## src/rtl/vend_dispense_ctrl.sv

```systemverilog
// Vending machine actuator sequencer: turns one vend request into an item
// solenoid pulse followed by one coin-ejector pulse per quarter of change.
module vend_dispense_ctrl #(
    parameter int unsigned PULSE_CYCLES = 2_500_000,
    parameter int unsigned GAP_CYCLES   = 2_500_000
) (
    input  logic       CLK50,
    input  logic       RES,
    input  logic       vend_valid,
    input  logic       T,
    input  logic [1:0] C,
    output logic       item_sol,
    output logic       coin_sol,
    output logic       busy,
    output logic       done,
    output logic [1:0] coins_left,
    output logic [7:0] sales_cnt,
    output logic       overrun
);

    localparam int unsigned MAX_CYCLES = (PULSE_CYCLES > GAP_CYCLES) ? PULSE_CYCLES : GAP_CYCLES;
    localparam int unsigned TW         = (MAX_CYCLES > 1) ? $clog2(MAX_CYCLES) : 1;
    localparam logic [TW-1:0] PULSE_LOAD = TW'(PULSE_CYCLES - 1);
    localparam logic [TW-1:0] GAP_LOAD   = TW'(GAP_CYCLES - 1);

    typedef enum logic [2:0] {
        IDLE     = 3'd0,
        ITEM_ON  = 3'd1,
        ITEM_GAP = 3'd2,
        COIN_ON  = 3'd3,
        COIN_GAP = 3'd4,
        DONE     = 3'd5
    } state_t;

    state_t        state;
    state_t        state_nxt;
    logic [TW-1:0] timer;
    logic [TW-1:0] timer_nxt;
    logic [1:0]    coins_nxt;
    logic [7:0]    sales_nxt;
    logic          overrun_nxt;
    logic          expired;

    assign expired = (timer == '0);

    // State, timer, counters and solenoid drives; outputs decode next state so
    // they change on the same edge as the state register.
    always_ff @(posedge CLK50) begin
        if (RES) begin
            state      <= IDLE;
            timer      <= '0;
            coins_left <= 2'd0;
            sales_cnt  <= 8'd0;
            overrun    <= 1'b0;
            item_sol   <= 1'b0;
            coin_sol   <= 1'b0;
            busy       <= 1'b0;
            done       <= 1'b0;
        end else begin
            state      <= state_nxt;
            timer      <= timer_nxt;
            coins_left <= coins_nxt;
            sales_cnt  <= sales_nxt;
            overrun    <= overrun_nxt;
            item_sol   <= (state_nxt == ITEM_ON);
            coin_sol   <= (state_nxt == COIN_ON);
            busy       <= (state_nxt != IDLE);
            done       <= (state_nxt == DONE);
        end
    end

    // Next-state, timer reload and counter updates.
    always_comb begin
        state_nxt   = state;
        timer_nxt   = timer;
        coins_nxt   = coins_left;
        sales_nxt   = sales_cnt;
        overrun_nxt = overrun;

        // No queue: any request outside IDLE is dropped and remembered.
        if (vend_valid && (state != IDLE)) begin
            overrun_nxt = 1'b1;
        end

        case (state)
            IDLE: begin
                if (vend_valid) begin
                    if (T) begin
                        state_nxt = ITEM_ON;
                        timer_nxt = PULSE_LOAD;
                        coins_nxt = C;
                    end else if (C != 2'd0) begin
                        state_nxt = COIN_ON;
                        timer_nxt = PULSE_LOAD;
                        coins_nxt = C;
                    end
                end
            end
            ITEM_ON: begin
                if (expired) begin
                    state_nxt = ITEM_GAP;
                    timer_nxt = GAP_LOAD;
                    if (sales_cnt != 8'hFF) begin
                        sales_nxt = sales_cnt + 8'd1;
                    end
                end else begin
                    timer_nxt = timer - TW'(1);
                end
            end
            ITEM_GAP, COIN_GAP: begin
                if (expired) begin
                    if (coins_left != 2'd0) begin
                        state_nxt = COIN_ON;
                        timer_nxt = PULSE_LOAD;
                    end else begin
                        state_nxt = DONE;
                    end
                end else begin
                    timer_nxt = timer - TW'(1);
                end
            end
            COIN_ON: begin
                if (expired) begin
                    state_nxt = COIN_GAP;
                    timer_nxt = GAP_LOAD;
                    coins_nxt = coins_left - 2'd1;
                end else begin
                    timer_nxt = timer - TW'(1);
                end
            end
            DONE: begin
                state_nxt = IDLE;
            end
            default: begin
                state_nxt = IDLE;
            end
        endcase
    end

endmodule

```

## config.mk

```make
export PLATFORM = sky130hd
export DESIGN_NAME = vend_dispense_ctrl
export DESIGN_NICKNAME = d
export VERILOG_FILES = /design/src/rtl/vend_dispense_ctrl.sv
export SDC_FILE = /design/constraint.sdc
export NUM_CORES = 1
export LEC_CHECK = 0
export CAP_MARGIN = 0
export CORE_MARGIN = 2
export CORE_UTILIZATION = 45
export CTS_CLUSTER_DIAMETER = 200
export DETAILED_ROUTE_END_ITERATION = 8
export MAX_ROUTING_LAYER = met4
export PLACE_DENSITY = 0.65
export RECOVER_POWER = 25
export SKIP_CTS_REPAIR_TIMING = 1
export SLEW_MARGIN = 20
export SYNTH_ARGS = -nofsm -noshare
export SYNTH_HDL_FRONTEND = slang
export SYNTH_SLANG_ARGS = --single-unit
export TNS_END_PERCENT = 100
```

## constraint.sdc

```tcl
create_clock -name CLK50 -period 2.83 [get_ports CLK50]
set_input_delay 0.566 -clock CLK50 [delete_from_list [all_inputs] [get_ports CLK50]]
set_output_delay 0.566 -clock CLK50 [all_outputs]
set_load 0.01 [all_outputs]
```

==> results_dict.tcl <==
set metrics [dict create \
    fillCellCount 458 \
    async_flop_share_pct 0 \
    yosys_warnings 0 \
    hold_end "timer[21]" \
    clk_latency_ps 300 \
    start_kind "register" \
    r2r_end "timer[10]" \
    rrSetupSlack_ps 270 \
    overflow 0 \
    antenna_found_initial 0 \
    path_clk_slew_ps 80 \
    max_slew_margin_pct 60.5 \
    die_height_um 74.4 \
    drive_above_1_share_pct 14.0 \
    period_share_pct 90.3 \
    drv_cap 0 \
    end_kind "register" \
    dp_hpwl_um 3580 \
    whs_path_depth 1 \
    cp_slowest_cell "or4b_2" \
    power.leakage_nw 0.970 \
    rr_worst_depth 7 \
    worst_slack_ps 274 \
    globalRouteTotalUtil_pct 21.2 \
    min_period_ps 2560 \
    grt_pass1_vias 1847 \
    worst-setup-path-type "register to register" \
    drc 0 \
    die_x_um 74.4 \
    synth-seq-cells 40 \
    cts_buffers 5 \
    critPathTopFamily "simple AND/OR/NAND/NOR gates" \
    drt-total-wl_um 5280 \
    skew_ps 2.31 \
    syn-num-nets 272 \
    start_util_pct 46.9 \
    hold_class "register to register" \
    antenna_cells 0 \
    avgViaCountPerCell 5.91 \
    swShare_pct 40.6 \
    rows 25 \
    dp.cells 344 \
    critPathMaxFanout 16 \
    synth_cells 262 \
    power_frac_clock_pct 21.9 \
    grt_max_degree 24 \
    peakVddDrop_mv 0.480 \
    cts_tree "yes" \
    post-place-ws_ps 282 \
    worstPathArrival_ps 2760 \
    fmax_mhz 391 \
    worst_slew_pin_slew_ps 592 \
    clock_sinks 40 \
    synthToLayoutAreaGrowth_pct 17.5 \
    hold_viol 0 \
    dominantRegCellSynth "dfxtp_1" \
    fin_tns_setup_ps 0 \
    p_seq_share_pct 33.8 \
    rsz0062_at_grt "false" \
    max-clock-path-buffers 2 \
    synth_edf_count 0 \
    clockRootBuffer "clkbuf_8" \
    via_count 2079 \
    finalSetupViolCount 0 \
    layoutNonFillerInstCount 352 \
    io_pins 21 \
    firstDrtPassIters 4 \
    max_stage_delay_ps 640 \
    crit_chain "inv_1 -> ha_1 -> or4b_2 -> or4_4 -> o21ai_4 -> a21oi_1 -> o41ai_1" \
    antenna_left 0 \
    drt-wirelength-per-cell_um 15.0 \
    layout_commonest_cell "dfxtp_1" \
    ys_seq_area_share_pct 35.9 \
    htreeDepth 2 \
    grt_pass1_wl_um 8890 \
    crit_start "timer[0]" \
    gp_congestion 0.837 \
    synthesis.area_mm2 0.00223 \
    fin_nets 294 \
    die_area_mm2 0.00554 \
    hp-start "timer[21]" \
    finalMaxSlewViolations 0 \
    timing.rr.start "timer[0]" \
    final_cell_mix "dfxtp_1 (40), nand2_1 (20), nor2_1 (18), a21oi_1 (17), inv_1 (14)" \
    drtIter0Drc 108 \
    cp.required_ps 3030 \
    synth_cell_type_count 64 \
    power_switching_uw 967 \
    worst-path-buf-inv 1 \
    powerDensity_mw_per_mm2 908 \
    p_int_mw 1.42 \
    syn_avg_cell_area_um2 8.52 \
    status "completed" \
    core_mm2 0.00475 \
    portBuffers 20 \
    p_comb_share_pct 44.3 \
]
==> per-layer routing <==
| metal | vias up | track usage [%] | part of all wire (%) |
|---|---|---|---|
| li1 | 1045 | - | - |
| met1 | 977 | 26.3 | 47 |
| met2 | 48 | 34.6 | 47 |
| met3 | 9 | 3.79 | 4.5 |
| met4 | 0 | 7.74 | 1.5 |
| met5 | - | - | 0 |
==> through the flow <==
stage	hold WS, ps	power, mW	utilization (%)	cell area [um2]
6_report	467	2.38	55.2	2620
5_1_grt	488	2.55	55.2	2620
4_1_cts	468	2.39	55.3	2630
3_5_place_dp	456	1.86	52.6	2500
3_3_place_gp	453	1.86	52.6	2500
2_1_floorplan	428	1.59	-	2230
==> worst max-delay path by stage <==
stage | slack [ps] | cells after the start | to
finish | 270 | 7 | timer[10]
global route | 30 | 7 | timer[8]
CTS | 260 | 7 | timer[10]
detailed placement | 280 | 7 | timer[8]
global placement | 300 | 7 | timer[1]
floorplan | 430 | 9 | timer[8]
==> cells in the mapped netlist (3+ instances only) <==
cell type   n  area, um2
a211oi_1    6       45.0
a31o_2      3       26.3
o41ai_1     5       43.8
or3_1      10       62.6
buf_2       5       25.0
a311oi_1    4       35.0
o21a_1      4       30.0
a21oi_1    17       85.1
nor4_1      6       37.5
nand2_1    20       75.1
nand4_1     5       31.3
or2_2       3       18.8
ha_1        4       50.1
clkbuf_1    8       30.0
o21ai_0    10       50.1
inv_1      14       52.6
nor3_1     10       50.1
nand3_1     6       30.0
or4_1       3       22.5
a31oi_1     5       31.3
dfxtp_1    40        801
nor2_1     18       67.6
==> kinds of logic (layout without fill, tap and decap cells) <==
group	count (synthesis)	in the layout	synth area share, %
and+or+nand+nor	101	101	25.7
buffers and inverters	31	54	7.06
xor gates and xnor gates	1	1	0.392
muxes	1	1	0.448
AOI/OAI and AO/OA	84	84	28.3
adders and majority gates	4	4	2.24
DFF	40	40	35.9
==> power groups by stage <==
stage | Combinational, mW | Clock, mW | Sequential (mW)
global placement | 1.04 | 0 | 0.815
floorplan | 0.806 | 0 | 0.786
CTS | 1.05 | 0.528 | 0.805
finish | 1.06 | 0.521 | 0.805
detailed placement | 1.04 | 0 | 0.818
global route | 1.17 | 0.553 | 0.826
==> area by class of cell <==
class	instances	area, um2	area share [%]
Tap cell	67	83.8	3.20
Inverter	14	52.6	2.00
Clock inverter	1	30.0	1.14
Sequential cell	40	801	30.5
Multi-Input combinational cell	191	1270	48.5
Timing Repair Buffer	32	287	10.9
Clock buffer	7	96.3	3.67
==> sequential cells by signal (all words and copies together), names as in the netlist <==
register	cells
coins_left	2
item_sol	1
state	3
busy	1
overrun	1
sales_cnt	8
coin_sol	1
done	1
timer	22
(Power assumes the default switching activity.)
